--- src/rtl/io_bank_cfg_reg.sv ---
// N-channel bidirectional IO bank for edge tiles: per-channel output/tristate modes,
// pad-input synchroniser with rising-edge detect, frame-configured mode register.
module io_bank_cfg_reg #(
  parameter int NUM_CH          = 4,
  parameter int FrameBitsPerRow = 32,
  parameter int MaxFramesPerCol = 20,
  parameter int CFG_FRAME       = 0,
  parameter int SYNC_STAGES     = 2
) (
  input  logic                       UserCLK,
  input  logic                       UserRST,
  input  logic [NUM_CH-1:0]          I,
  input  logic [NUM_CH-1:0]          T,
  output logic [NUM_CH-1:0]          O,
  output logic [NUM_CH-1:0]          Q,
  output logic [NUM_CH-1:0]          E,
  output logic [NUM_CH-1:0]          I_top,
  output logic [NUM_CH-1:0]          T_top,
  input  logic [NUM_CH-1:0]          O_top,
  input  logic [FrameBitsPerRow-1:0] FrameData,
  output logic [FrameBitsPerRow-1:0] FrameData_O,
  input  logic [MaxFramesPerCol-1:0] FrameStrobe,
  output logic [MaxFramesPerCol-1:0] FrameStrobe_O
);

  localparam int CW = 4 * NUM_CH;

  generate
    if ((CW > FrameBitsPerRow) || (CFG_FRAME >= MaxFramesPerCol) || (SYNC_STAGES < 1)) begin : g_param_err
      $error("io_bank_cfg_reg: illegal parameter combination");
    end
  endgenerate

  logic [CW-1:0]                       cfg_q, cfg_d;
  logic [NUM_CH-1:0]                   ireg_q, ireg_d;
  logic [NUM_CH-1:0]                   treg_q, treg_d;
  logic [NUM_CH-1:0]                   qprev_q, qprev_d;
  logic [SYNC_STAGES-1:0][NUM_CH-1:0]  sync_q, sync_d;
  logic [NUM_CH-1:0]                   tinv_s, osync_s;

  // Unpack per-channel TINV / OSYNC fields from the config word
  always_comb begin
    tinv_s  = {NUM_CH{1'b0}};
    osync_s = {NUM_CH{1'b0}};
    for (int c = 0; c < NUM_CH; c++) begin
      tinv_s[c]  = cfg_q[4*c+3];
      osync_s[c] = cfg_q[4*c+2];
    end
  end

  // Config capture; deliberately outside UserRST so the fabric keeps its modes
  always_comb begin
    if (FrameStrobe[CFG_FRAME]) begin
      cfg_d = FrameData[CW-1:0];
    end else begin
      cfg_d = cfg_q;
    end
  end

  // Config register, no reset
  always_ff @(posedge UserCLK) begin
    cfg_q <= cfg_d;
  end

  // Next state of the user datapath flops
  always_comb begin
    ireg_d  = I;
    treg_d  = T ^ tinv_s;
    qprev_d = Q;
    sync_d  = sync_q;
    sync_d[0] = O_top;
    for (int k = 1; k < SYNC_STAGES; k++) begin
      sync_d[k] = sync_q[k-1];
    end
  end

  // User datapath flops with synchronous reset
  always_ff @(posedge UserCLK) begin
    if (UserRST) begin
      ireg_q  <= {NUM_CH{1'b0}};
      treg_q  <= {NUM_CH{1'b1}};
      qprev_q <= {NUM_CH{1'b0}};
      sync_q  <= {(SYNC_STAGES*NUM_CH){1'b0}};
    end else begin
      ireg_q  <= ireg_d;
      treg_q  <= treg_d;
      qprev_q <= qprev_d;
      sync_q  <= sync_d;
    end
  end

  // Pad-side output mux per channel
  always_comb begin
    I_top = {NUM_CH{1'b0}};
    T_top = {NUM_CH{1'b1}};
    for (int c = 0; c < NUM_CH; c++) begin
      case (cfg_q[4*c +: 2])
        2'b00: begin
          I_top[c] = I[c];
          T_top[c] = T[c] ^ tinv_s[c];
        end
        2'b01: begin
          I_top[c] = ireg_q[c];
          T_top[c] = treg_q[c];
        end
        2'b10: begin
          I_top[c] = ireg_q[c];
          T_top[c] = 1'b1;
        end
        2'b11: begin
          I_top[c] = ireg_q[c];
          T_top[c] = 1'b0;
        end
        default: begin
          I_top[c] = ireg_q[c];
          T_top[c] = 1'b1;
        end
      endcase
    end
  end

  assign Q = sync_q[SYNC_STAGES-1];
  assign O = (osync_s & Q) | (~osync_s & O_top);
  assign E = Q & ~qprev_q;

  // Frame buses pass through to the next tile one buffer per bit
  generate
    for (genvar b = 0; b < FrameBitsPerRow; b++) begin : g_fd_buf
      assign FrameData_O[b] = FrameData[b];
    end
    for (genvar b = 0; b < MaxFramesPerCol; b++) begin : g_fs_buf
      assign FrameStrobe_O[b] = FrameStrobe[b];
    end
  endgenerate

endmodule

--- config.mk ---
export PLATFORM = sky130hd
export DESIGN_NAME = io_bank_cfg_reg
export DESIGN_NICKNAME = d
export VERILOG_FILES = /design/src/rtl/io_bank_cfg_reg.sv
export SDC_FILE = /design/constraint.sdc
export NUM_CORES = 1
export LEC_CHECK = 0
export BUFFER_PORTS_ARGS = -buffer_cell sky130_fd_sc_hd__buf_2
export CORE_MARGIN = 2
export CORE_UTILIZATION = 38
export CTS_CLUSTER_SIZE = 10
export DETAILED_ROUTE_END_ITERATION = 16
export PLACE_DENSITY = 0.78
export SLEW_MARGIN = 5
export SYNTH_ARGS = -nofsm -noshare
export SYNTH_HDL_FRONTEND = slang
export SYNTH_SLANG_ARGS = --single-unit
--- constraint.sdc ---
create_clock -name UserCLK -period 1.4 [get_ports UserCLK]
set_clock_uncertainty 0.05 [all_clocks]
set_input_delay 0.42 -clock UserCLK [delete_from_list [all_inputs] [get_ports UserCLK]]
set_output_delay 0.42 -clock UserCLK [all_outputs]
set_load 0.005 [all_outputs]
==> results.cfg, run 1 <==
[finish]
fin_nets = 232
syn_to_final_growth_pct = 13.8
layout_commonest_cell = buf_2
drive_gt1_share_pct = 64.1
n_antenna_cell = 0
postLayoutCellArea_um2 = 1880
final_cell_mix = 63 x buf_2, 19 x nor2b_1, 16 x edfxtp_1, 16 x dfxtp_1, 8 x buf_4
final_cells = 217

[placed_design]
place_area_um2 = 1690
port-buffer-count = 67
placedCellCount = 206
place_ws_ns = -0.0392
gp_congestion = 0.702

[timing]
hold_viol = 0
setup_viol_count_final = 12
worst_slack_ns = -0.347
clock.fmax_ghz = 0.572
maxSlewViolCount = 0
tightestPinTransition_ns = 0.348
rsz0062_at_grt = yes
period_minus_slack_ns = 1.75
holdWs_ns = 0.277
fin_setup_tns_ns = -2.68
final.period_utilization_pct = 125
relSlewSlack_pct = 76.8

[synth]
synth-compound-area-share_pct = 1.82
syn_inst = 138
synthMuxAreaShare_pct = 6.36
synth.distinct_cells = 11
synth_top_family_by_area = buffers and inverters
ys_ff_latch = 36
synthAdderAreaFrac_pct = 0
yosysWarningCount = 0
syn_area_um2 = 1650
synth_area_leader_cell = edfxtp_1
yosys.area_share.simple_pct = 12.1
synth_top_area_share_pct = 29.1
yosysSeqAreaShare_pct = 53.3
synth_xor_area_share_pct = 2.12
synthTopCellsByArea = edfxtp_1 29%, dfxtp_1 24%, buf_4 24%, nor2b_1 7.6%, mux2_4 3.6%
syn-num-nets = 204
avgSynthCellArea_um2 = 12.0

[routing]
ant_nets = 0
drtIter0Drc = 36
firstDrtPassIters = 4
drc = 0
wire_per_inst_um = 11.7
finalWirelength_mm = 2.53
num_vias = 954
via_per_inst = 4.40

[setup_path]
crit_type = reg -> out
crit_required_ns = 0.93
worst_path_max_delay_cell = edfxtp_1
critPathLaunchType = register
crit_path_end_kind = output port
crit_arrival_ns = 1.28
cp_top_family = flip-flops
r2r_slack_ns = 0.53
critPathMaxFanout = 2
path_buf_inv = 1
critical-path-max-stage-delay_ns = 0.41
worstPathCellList = nor2_2 -> mux2_4 -> buf_6

[global_route]
grt_max_degree = 21
grt_use_total_pct = 10.3
grt_pass1_vias = 914
grt_pass1_wl_mm = 3.97
antenna_found_initial = 0
grt_overflow_total = 0

[cts]
hold_buffers = 0
cts_tree = yes
root_buffer = clkbuf_8
clock-sinks = 36
cts_buffer_depth = 2
path_clk_slew_ns = 0.07
clk_latency_ns = 0.28
htreeDepth = 2
cts_buffers = 5

[floorplan]
io_pins = 138
initial_utilization_pct = 40.4
die-area_um2 = 4890
die_y_um = 69.9
coreArea_um2 = 4090
die_w_um = 69.9
rows = 23

[run]
drv_cap = 0

[min_path]
min_path_type = in -> reg

[power_and_ir_drop]
powerDensity_nw_per_um2 = 1160
total_leakage_power_nw = 0.861
ir_drop_mv = 0.652

[status]
violations = negative setup slack
outcome = finished, violations left
## synth_stat cells, drive strengths merged
cell    count
dfxtp      20
nand2b      8
mux2        8
nor2        4
xnor2       4
nor2b      20
edfxtp     16
buf        54
a22oi       4
## worst reg2reg max path, cell delays in order, from the launching register on
cell	delay (ns)
edfxtp_1	0.38
xnor2_1	0.25
nand2b_1	0.08
## where the power goes
group / internal [mW] / switching, mW / total, mW
Sequential: 1.17 / 0.0346 / 1.21
Clock: 0.337 / 0.334 / 0.671
Combinational: 0.189 / 0.116 / 0.305
Total: 1.70 / 0.485 / 2.18
## flip-flops by register name (all words and copies together), names as in the netlist
register,flops
qprev_q,4
Q,4
sync_d,4
treg_q,4
ireg_q,4
cfg_q,16
## per-stage QoR
step | utilization (%) | total power [mW]
2_1_floorplan | - | 1.44
3_3_place_gp | 41.3 | 1.47
3_5_place_dp | 41.3 | 1.48
6_report | 46.0 | 2.18
5_1_grt | 46.0 | 2.30
4_1_cts | 44.1 | 2.18
## cell families after synthesis
kind of cell    count (synthesis)
flops                          36
mux                             8
simple gates                   32
compound gates                  4
buf+inv                        54
xor+xnor                        4
## layout make-up
| type | count | area (um2) |
|---|---|---|
| Sequential cell | 36 | 886 |
| Clock inverter | 3 | 13.8 |
| Timing Repair Buffer | 75 | 420 |
| Fill cell | 389 | 2210 |
| Clock buffer | 5 | 68.8 |
| Tap cell | 50 | 62.6 |
| Multi-Input combinational cell | 48 | 428 |
## routing by layer
layer,up-vias,routed length [um],global-route usage (%)
met5,-,0,0
met4,0,32,6.20
met3,6,203,3.90
met2,47,1360,17.0
met1,453,941,11.1
li1,448,-,-
## what timing repair did
| item | CTS | global route |
|---|---|---|
| pin swaps | 5 | 5 |
| setup buffers | 1 | 3 |
| gates resized for setup | 5 | 12 |
| endpoints found under the setup margin | 13 | 16 |
## worst paths after layout
kind                     start        end  depth (start not counted)
setup / recovery      cfg_q[8]   I_top[2]                          3
hold / removal    FrameData[8]   cfg_q[8]                          1
setup reg to reg      cfg_q[3]  treg_q[0]                          2
hold reg to reg      sync_d[5]       Q[1]                          1
No activity file was read; power rests on OpenSTA's default activity.
==> inputs of run 2 (changes only) <==
--- a/config.mk
+++ b/config.mk
@@ -11,6 +11,7 @@
 export CTS_CLUSTER_SIZE = 10
 export DETAILED_ROUTE_END_ITERATION = 16
 export PLACE_DENSITY = 0.78
+export RECOVER_POWER = 25
 export SLEW_MARGIN = 5
 export SYNTH_ARGS = -nofsm -noshare
 export SYNTH_HDL_FRONTEND = slang
==> run 2 against run 1 <==
Against the previous run:
- die area is the same
- setup slack worse by 0.0013 ns
- highest routed layer unchanged
- global-route usage unchanged
- final cell count did not move
- the run still ends with negative setup slack left
- sequential power barely moved
- flip-flop and latch count is the same
- hold slack barely moved
==> results.cfg, run 2 (synthesized netlist as in run 1, its figures left out) <==
[global_route]
grt_overflow_total = 0
grt_max_degree = 21
antenna_found_initial = 0
grt_use_total_pct = 10.3
grt_pass1_vias = 914
grt_pass1_wl_mm = 3.97

[finish]
regMostFlops = cfg_q
n_antenna_cell = 0
postLayoutCellArea_um2 = 1870
largest_register_ffs = 16
nFillCells = 394
drive_gt1_share_pct = 59.3
final_cell_mix = 56 x buf_2, 19 x nor2b_1, 16 x edfxtp_1, 16 x dfxtp_1, 8 x clkbuf_1
final_util_pct = 45.7
syn_to_final_growth_pct = 13.0
final_cells = 217
fin_nets = 232
layout_commonest_cell = buf_2

[floorplan]
die_w_um = 69.9
die-area_um2 = 4890
io_pins = 138
initial_utilization_pct = 40.4
die_y_um = 69.9
rows = 23
coreArea_um2 = 4090

[setup_path]
critPathLaunchType = register
worst_r2r_path_depth = 2
crit_arrival_ns = 1.28
crit_type = reg -> out
crit_required_ns = 0.93
crit_path_end_kind = output port
critPathMaxFanout = 2

[timing]
rsz0062_at_grt = yes
hold_viol = 0
final.period_utilization_pct = 125
worst_slack_ns = -0.348
relSlewSlack_pct = 44.3
tightestPinTransition_ns = 0.835
setup_viol_count_final = 12
clock.fmax_ghz = 0.572
maxSlewViolCount = 0
period_minus_slack_ns = 1.75
holdWs_ns = 0.277

[routing]
num_vias = 952
via_per_inst = 4.39
firstDrtPassIters = 4
wire_per_inst_um = 11.7
ant_nets = 0
drc = 0
drtIter0Drc = 35
finalWirelength_mm = 2.54

[cts]
path_clk_slew_ns = 0.07
cts_tree = yes
clock-sinks = 36
clk_latency_ns = 0.28
cts_buffers = 5
htreeDepth = 2
root_buffer = clkbuf_8
cts_buffer_depth = 2

[min_path]
hold_depth = 1
min_path_type = in -> reg

[power_and_ir_drop]
powerDensity_nw_per_um2 = 1170
ir_drop_mv = 0.652
total_leakage_power_nw = 0.838

[status]
violations = negative setup slack
outcome = finished, violations left

[placed_design]
placedCellCount = 206
place_area_um2 = 1690
gp_congestion = 0.702
port-buffer-count = 67

[run]
drv_cap = 0
-- run 2: cell count changes in the layout (fill, tap and decap cells not counted), sizes merged --
cell,previous run,this run
buf,75,67
clkbuf,5,13
-- run 2: through the flow --
stage                     total power [mW]  setup TNS, ns  setup WS (ns)
after floorplan                       1.44              0          0.103
after global placement                1.47        -0.0997        -0.0273
after detailed placement              1.48         -0.190        -0.0392
after CTS                             2.18          -2.83         -0.351
after global routing                  2.29          -3.39         -0.412
final                                 2.18          -2.68         -0.348
-- run 2: critical path: stages, from the launching register on --
cell	delay, ns
edfxtp_1	0.41
nor2_2	0.17
mux2_4	0.31
buf_6	0.11
-- run 2: worst paths after layout --
kind | from | end | slack, ns
max | cfg_q[8] | I_top[2] | -0.35
min | FrameData[11] | cfg_q[11] | 0.28
max reg2reg | cfg_q[15] | treg_q[3] | 0.53
min reg2reg | sync_d[5] | Q[1] | 0.39
-- run 2: per-layer routing --
metal	track usage, %	part of all wire [%]	vias up
met1	11.1	37	451
met5	0	0	-
li1	-	-	448
met4	6.20	1.3	0
met2	17.0	54	47
met3	3.90	8.0	6
-- run 2: power by group --
| group | total (mW) | internal [mW] | switching [mW] |
|---|---|---|---|
| Combinational | 0.301 | 0.185 | 0.116 |
| Sequential | 1.21 | 1.17 | 0.0347 |
| Clock | 0.672 | 0.337 | 0.335 |
| Total | 2.18 | 1.69 | 0.485 |
-- run 2: area by class of cell --
type	instances	area, um2	share of cell area [%]
timing repair buffer	75	408	21.8
clock inverter	3	13.8	0.737
multi-input combinational	48	428	22.9
sequential	36	886	47.5
clock buffer	5	68.8	3.69
tap	50	62.6	3.35
-- run 2: timing repair --
| action | in CTS | in global routing |
|---|---|---|
| buffers inserted | 1 | 3 |
| hold buffers | 0 | 0 |
| gates resized for setup | 5 | 12 |
| endpoints found under the setup margin | 13 | 16 |
| pin swaps | 5 | 5 |
==> inputs of run 3 (changes only) <==
--- a/config.mk
+++ b/config.mk
@@ -10,6 +10,7 @@
 export CORE_UTILIZATION = 38
 export CTS_CLUSTER_SIZE = 10
 export DETAILED_ROUTE_END_ITERATION = 16
+export MAX_ROUTING_LAYER = met4
 export PLACE_DENSITY = 0.78
 export RECOVER_POWER = 25
 export SLEW_MARGIN = 5
==> run 3 against run 2 <==
Against the previous run:
- the run still ends with negative setup slack left
- global-route usage rose by 0.23 points
- sequential share of layout area grew 0.16 points
- flip-flop and latch count stayed put
- design area is 0.34% lower
- count of clock-buffer cells in the layout stayed put
- highest routed layer unchanged
==> results.cfg, run 3 (synthesized netlist as in run 1, its figures left out) <==
[cts]
root_buffer = clkbuf_8
cts_tree = yes
cts_buffer_depth = 2
hold_buffers = 0
clock-sinks = 36
htreeDepth = 2
clk_latency_ns = 0.28
path_clk_slew_ns = 0.07
cts_buffers = 5

[finish]
largest_register_ffs = 16
postLayoutCellArea_um2 = 1860
final_util_pct = 45.5
nFillCells = 392
final_cell_mix = 57 x buf_2, 19 x nor2b_1, 16 x edfxtp_1, 16 x dfxtp_1, 8 x clkbuf_1
fin_nets = 232
drive_gt1_share_pct = 59.3
n_antenna_cell = 0
layout_commonest_cell = buf_2
regMostFlops = cfg_q
syn_to_final_growth_pct = 12.7

[status]
outcome = finished, violations left
violations = negative setup slack

[setup_path]
critPathMaxFanout = 2
crit_path_end_kind = output port
critPathLaunchType = register
timing.rr.start = cfg_q[15]
r2r_slack_ns = 0.53
worst_r2r_path_depth = 2
crit_required_ns = 0.93
rr_endpoint = treg_q[3]
crit_arrival_ns = 1.28
crit_type = reg -> out

[placed_design]
port-buffer-count = 67
place_area_um2 = 1690
gp_congestion = 0.709

[timing]
setup_viol_count_final = 12
relSlewSlack_pct = 44.4
rsz0062_at_grt = yes
hold_viol = 0
worst_slack_ns = -0.347
period_minus_slack_ns = 1.75
tightestPinTransition_ns = 0.834
holdWs_ns = 0.277
maxSlewViolCount = 0
clock.fmax_ghz = 0.572
final.period_utilization_pct = 125
fin_setup_tns_ns = -2.66

[routing]
drc = 0
firstDrtPassIters = 4
finalWirelength_mm = 2.49
drtIter0Drc = 36
num_vias = 952
ant_nets = 0
wire_per_inst_um = 11.5
via_per_inst = 4.39

[global_route]
antenna_found_initial = 0
grt_max_degree = 21
grt_overflow_total = 0
grt_pass1_vias = 918
grt_use_total_pct = 10.5
grt_pass1_wl_mm = 3.95

[floorplan]
die_y_um = 69.9
die_w_um = 69.9
rows = 23
coreArea_um2 = 4090
initial_utilization_pct = 40.4
die-area_um2 = 4890
io_pins = 138

[power_and_ir_drop]
fin_total_pwr_mw = 2.17
total_leakage_power_nw = 0.837
ir_drop_mv = 0.652
powerDensity_nw_per_um2 = 1170

[min_path]
hp-start = FrameData[11]
min_path_type = in -> reg
worstHoldEndpoint = cfg_q[11]
hold_depth = 1

[run]
drv_cap = 0
[run 3: cell types whose count changed in the layout (fill, tap and decap cells not counted)]
cell	change
buf_2	+1
buf_6	-1
[run 3: worst max path at each step]
| stage | start | to | slack, ns | depth (start not counted) |
|---|---|---|---|---|
| after floorplan | cfg_q[4] | I_top[1] | 0.10 | 2 |
| after global placement | cfg_q[12] | I_top[3] | -0.03 | 3 |
| after detailed placement | cfg_q[4] | I_top[1] | -0.04 | 3 |
| after CTS | cfg_q[9] | I_top[2] | -0.35 | 3 |
| after global routing | cfg_q[8] | I_top[2] | -0.41 | 3 |
| final | cfg_q[8] | I_top[2] | -0.35 | 3 |
[run 3: layout make-up]
cell class	count	area (um2)	area share [%]
clock buffer	5	68.8	3.70
clock inverter	3	13.8	0.740
multi-input combinational	48	428	23.0
sequential	36	886	47.6
tap	50	62.6	3.36
timing repair buffer	75	402	21.6
[run 3: routing by layer]
metal  global-route usage, %  part of all wire (%)  vias to the layer above
met5                       -                     0                        -
met2                    16.8                    53                       45
li1                        -                     -                      448
met1                    11.0                    38                      453
met3                    3.75                   8.1                        6
met4                    6.62                   1.3                        0
[run 3: report_power, final]
group / switching (mW) / total [mW] / leakage, nW / internal [mW]
clock network: 0.335 / 0.672 / 0.0453 / 0.337
registers: 0.0343 / 1.21 / 0.324 / 1.17
logic: 0.115 / 0.297 / 0.468 / 0.182
total: 0.484 / 2.17 / 0.837 / 1.69
[run 3: timing repair]
item	CTS	global route
setup buffers	1	3
endpoints found under the hold margin	0	0
resized for setup	5	11
endpoints found under the setup margin	13	16
pin swaps	5	5
[run 3: metrics by stage]
| step | cells | setup WS [ns] |
|---|---|---|
| after floorplan | 138 | 0.103 |
| final | 217 | -0.347 |
| after global placement | 206 | -0.0273 |
| after detailed placement | 206 | -0.0392 |
| after global routing | 217 | -0.412 |
| after CTS | 215 | -0.351 |
[run 3: worst max-delay path, cell delays in order, from the launching register on]
cell	delay [ns]
edfxtp_1	0.41
nor2_2	0.17
mux2_4	0.31
buf_6	0.11
